[config.mk]
export PLATFORM = sky130hd
export DESIGN_NAME = clock_ctrl
export DESIGN_NICKNAME = d
export VERILOG_FILES = /design/src/rtl/clock_ctrl.sv
export SDC_FILE = /design/constraint.sdc
export NUM_CORES = 1
export LEC_CHECK = 0
export CAP_MARGIN = 0
export CORE_UTILIZATION = 45
export CTS_BUF_LIST = sky130_fd_sc_hd__clkbuf_2
export CTS_CLUSTER_DIAMETER = 150
export CTS_CLUSTER_SIZE = 25
export DETAILED_ROUTE_END_ITERATION = 12
export PLACE_DENSITY = 0.78
export SLEW_MARGIN = 10
export SYNTH_ARGS = -nofsm -noshare
export SYNTH_HDL_FRONTEND = slang
export SYNTH_SLANG_ARGS = --single-unit
[constraint.sdc]
create_clock -name i_clk -period 4.42 [get_ports i_clk]
set_clock_uncertainty 0.15 [all_clocks]
set_input_delay 0.442 -clock i_clk [delete_from_list [all_inputs] [get_ports i_clk]]
set_output_delay 0.442 -clock i_clk [all_outputs]
set_load 0.01 [all_outputs]
[src/rtl/clock_ctrl.sv]
// Hours/minutes/seconds clock with a three-state set mode (RUN -> SET_HR -> SET_MIN).
// Every output is registered; one-cycle latency from the inputs to the outputs.
module clock_ctrl #(
  parameter int SEC_MAX = 59,
  parameter int MIN_MAX = 59,
  parameter int HR_MAX  = 23
) (
  input  logic       i_clk,
  input  logic       i_rst,
  input  logic       i_tick,
  input  logic       i_btn_mode,
  input  logic       i_btn_inc,
  output logic [5:0] o_sec,
  output logic [5:0] o_min,
  output logic [4:0] o_hr,
  output logic [1:0] o_mode,
  output logic       o_blank_hr,
  output logic       o_blank_min,
  output logic       o_day_tick
);

  typedef enum logic [1:0] {
    MODE_RUN     = 2'b00,
    MODE_SET_HR  = 2'b01,
    MODE_SET_MIN = 2'b10
  } mode_e;

  localparam logic [5:0] SEC_TOP = 6'(SEC_MAX);
  localparam logic [5:0] MIN_TOP = 6'(MIN_MAX);
  localparam logic [4:0] HR_TOP  = 5'(HR_MAX);

  mode_e      state, state_nxt;
  logic [5:0] sec_nxt, min_nxt;
  logic [4:0] hr_nxt;
  logic       blink_q, blink_nxt;
  logic       day_nxt;

  // A ">=" test keeps a field bounded even if it somehow lands above its top.
  logic sec_wrap, min_wrap, hr_wrap;
  assign sec_wrap = (o_sec >= SEC_TOP);
  assign min_wrap = (o_min >= MIN_TOP);
  assign hr_wrap  = (o_hr  >= HR_TOP);

  // NOTE: every variable gets a default before the case so no path leaves one unassigned (no latches).
  always_comb begin
    state_nxt = state;
    sec_nxt   = o_sec;
    min_nxt   = o_min;
    hr_nxt    = o_hr;
    blink_nxt = blink_q;
    day_nxt   = 1'b0;

    case (state)
      MODE_RUN: begin
        if (i_tick) begin
          if (sec_wrap) begin
            sec_nxt = '0;
            if (min_wrap) begin
              min_nxt = '0;
              if (hr_wrap) begin
                hr_nxt  = '0;
                day_nxt = 1'b1;
              end else begin
                hr_nxt = o_hr + 5'd1;
              end
            end else begin
              min_nxt = o_min + 6'd1;
            end
          end else begin
            sec_nxt = o_sec + 6'd1;
          end
        end
        if (i_btn_mode) state_nxt = MODE_SET_HR;
      end

      MODE_SET_HR: begin
        if (i_btn_mode)     state_nxt = MODE_SET_MIN;
        else if (i_btn_inc) hr_nxt = hr_wrap ? 5'd0 : o_hr + 5'd1;
      end

      MODE_SET_MIN: begin
        if (i_btn_mode) begin
          state_nxt = MODE_RUN;
          sec_nxt   = '0;
        end else if (i_btn_inc) begin
          min_nxt = min_wrap ? 6'd0 : o_min + 6'd1;
        end
      end

      default: state_nxt = MODE_RUN;
    endcase

    // Blink phase restarts on every mode change and only runs inside a set mode.
    if (state_nxt == MODE_RUN || state_nxt != state) blink_nxt = 1'b0;
    else if (i_tick)                                 blink_nxt = ~blink_q;
  end

  // NOTE: sequential state uses non-blocking assignments so all registers update from pre-edge values.
  always_ff @(posedge i_clk or posedge i_rst) begin
    if (i_rst) begin
      state       <= MODE_RUN;
      o_sec       <= '0;
      o_min       <= '0;
      o_hr        <= '0;
      blink_q     <= 1'b0;
      o_blank_hr  <= 1'b0;
      o_blank_min <= 1'b0;
      o_day_tick  <= 1'b0;
    end else begin
      state       <= state_nxt;
      o_sec       <= sec_nxt;
      o_min       <= min_nxt;
      o_hr        <= hr_nxt;
      blink_q     <= blink_nxt;
      o_blank_hr  <= (state_nxt == MODE_SET_HR)  && blink_nxt;
      o_blank_min <= (state_nxt == MODE_SET_MIN) && blink_nxt;
      o_day_tick  <= day_nxt;
    end
  end

  assign o_mode = state;

endmodule

==> results.md <==
- Status: finished, final reports clean
- First-pass GRT wire length: 4.24 mm
- Syn nets: 135
- Fmax: 0.425 GHz
- Maximum vdd drop: 0.000365 V
- Yosys cell types: 37
- Cells after DPL: 177
- # setup viols final: 0
- Area grow syn2layout: 24.0%
- Fin crit period: 2.35 ns
- Total gr overflow: 0
- Drt total wl: 2.49 mm
- Gpl congestion: 0.769
- CTS tree: yes
- Vias in the first global route: 928
- Ys Warns: 0
- Final HPWL DP: 1.75 mm
- Final Hold Violating Endpoints: 0
- CTS sink count: 23
- Critical path class: reg2out
- Initial antenna violation count: 0
- Post-Place Worst Slack: 2.11 ns
- Slew of the pin with the lowest slew margin: 0.872 ns
- Clock root buffer: clkbuf_2
- Synthesized area per cell: 9.61 um^2
- Largest net degree at the start of global routing: 24
- Arrival time worst endpoint: 1.76 ns
- Kind of end point of the critical path: output pin
- Count of pins over their slew limit: 0
- Die H: 54.1 um
- Vias/cell: 5.77
- Site Rows: 18
- Clock buffer depth: 2
- Setup bufs post-CTS: 0
- Antenna viol nets, final: 0
- Max FO, Critical Path: 21
- Met2 GRT Util: 0.305
- Routing usage on met3: 0.0339
- Worst path bufs/invs: 1
- Synth Register Bits: 23
- GRT Max-Usage Layer: met2
- I/O pins: 27
- Number of hold buffers added after CTS: 0
- H-tree Lvls: 1
- Leak Pwr: 0.637 nW
- Max Cap Viol: 0
- Slew Limit Headroom: 0.418
- Non-Filler Instances: 181
- PwrDens: 636 nW/um^2
- Initial Util: 0.484
- Crit path max-delay cell type: dfrtp_1
- Hold_ws: 0.390 ns
- Cell count after synthesis: 127
- Fill cell count: 213
- Via count: 1045
- Period utilisation layout: 0.532
- Fin util: 0.600
- Register area share after synthesis: 0.472
- Post_cts resized: 0
- Wire per inst: 13.7 um
- Syn Std Cell Area: 1220 um^2
- Layout cell share with drive strength beyond 1: 0.0464
- DRT Pass-1 Iters: 4
- Max incr delay on CP: 0.77 ns
- Chip width: 54.1 um
- Num CTS Buffers: 3
- Final worst slack: 2.07 ns
- DRC Markers: 0
- Inserted Diodes: 0
- Worst path top cell family by delay: flip-flops
- Grt met1 use: 0.288
- RSZ-0062 raised after global routing: no
- Port buffer count: 26
- Clk_lat worst skew: 0.34 ns
- CTS clk-pin slew, worst paths: 0.21 ns
- Final setup TNS: 0 ns
- Req. time, crit path: 3.83 ns
- Worst path cell trace: clkdlybuf4s50_1
- Layout net count: 160
- Overall global routing resource usage: 0.205
- Starting DRT DRC Count: 12
- Die ar.: 2920 um^2
- Min-delay worst type: in2async
- CORE AREA: 2520 um^2
- Startpoint types: flop
cell usage in the layout (no fill, tap or decap), types with 2 or more instances in the layout:
master           Yosys  final
nand2b_1             5      5
nand2_1              8      8
nor3_1               5      5
a21oi_1              2      2
xnor2_1              4      4
o31ai_1              3      3
a31oi_1              3      3
nand3_1              7      7
o22a_1               2      2
a211o_1              2      2
o31a_1               3      3
ha_1                 3      3
dfrtp_1             23     23
clkbuf_2             2      4
o2111ai_2            2      2
nand3b_1             3      3
o21ai_0             11     11
clkdlybuf4s50_1      0     26
nor2_1              14     14
inv_1                4      4
routing by layer:
layer | up-vias | routed length [um]
li1 | 512 | -
met1 | 501 | 1230
met2 | 27 | 1130
met3 | 5 | 90
met4 | 0 | 38
met5 | - | 0
synthesized netlist by cell type, drive strengths merged:
| library cell | instances | share of area |
|---|---|---|
| a21o | 1 | 0.0062 |
| or4 | 1 | 0.0062 |
| a22o | 1 | 0.0072 |
| nor2b | 1 | 0.0051 |
| nand3b | 3 | 0.018 |
| dfrtp | 23 | 0.47 |
| ha | 3 | 0.031 |
| nor3 | 5 | 0.021 |
| nor3b | 1 | 0.0062 |
| mux2i | 1 | 0.0082 |
| xnor2 | 4 | 0.029 |
| xor2 | 1 | 0.0072 |
| nand3 | 7 | 0.029 |
| a31oi | 3 | 0.015 |
| o41ai | 1 | 0.0072 |
| and2 | 1 | 0.0051 |
| o31ai | 3 | 0.018 |
| mux2 | 1 | 0.0092 |
| o2111ai | 2 | 0.025 |
| inv | 4 | 0.012 |
| o31a | 3 | 0.022 |
| o2bb2ai | 1 | 0.0072 |
| a211o | 2 | 0.014 |
| o211a | 1 | 0.0082 |
| nand2b | 5 | 0.026 |
| clkbuf | 6 | 0.021 |
| nor4 | 1 | 0.0051 |
| o211ai | 1 | 0.0062 |
| a2bb2oi | 1 | 0.0072 |
| nor2 | 14 | 0.043 |
| or2 | 1 | 0.0051 |
| o22a | 2 | 0.014 |
| a22oi | 1 | 0.0062 |
| nand2 | 8 | 0.025 |
| o21ai | 11 | 0.045 |
| a21oi | 2 | 0.0082 |
stage by stage:
step	power [mW]	cell area [um^2]
after CTS	0.967	1510
after global routing	1.04	1510
final	0.962	1510
after floorplan	0.668	1220
after detailed placement	0.878	1490
after global placement	0.859	1490
flip-flops by register name, summed over array words and instances (netlist names):
| name | cells |
|---|---|
| o_min | 6 |
| o_blank_min | 1 |
| o_mode | 2 |
| blink_q | 1 |
| o_sec | 6 |
| o_day_tick | 1 |
| o_blank_hr | 1 |
| o_hr | 5 |
final timing paths:
kind                                 from    endpoint  slack [ns]  cells after the start
worst max-delay path            o_mode[0]   o_mode[0]        2.07                      1
worst min register to register    blink_q  o_blank_hr        0.44                      3
worst min-delay path                i_rst    o_min[1]        0.39                      2
min in group i_clk                blink_q  o_blank_hr        0.44                      3
worst max register to register   o_sec[0]    o_min[4]        2.30                      5
max in group asynchronous           i_rst    o_sec[3]        3.20                      2
where the power goes:
group	total, mW	leakage [nW]	internal (mW)	switching (mW)
combinational	0.433	0.326	0.248	0.185
clock	0.0882	0.0166	0.0239	0.0643
sequential	0.441	0.294	0.288	0.153
total	0.962	0.637	0.560	0.402
cell type report:
cell class | count | area, um^2 | area share
multi-input combinational | 94 | 604 | 0.400
timing repair buffer | 26 | 260 | 0.172
tap | 30 | 37.5 | 0.0248
sequential | 23 | 576 | 0.380
clock buffer | 4 | 20.0 | 0.0132
inverter | 4 | 15.0 | 0.00993
cells by family after synthesis:
group / Yosys count / synth area share
simple gates: 48 / 0.194
compound gates: 36 / 0.217
mux: 2 / 0.0174
fa+ha+maj: 3 / 0.0308
flops: 23 / 0.472
xor+xnor: 5 / 0.0359
buf+inv: 10 / 0.0328
Power figures use the tool's default switching activity.
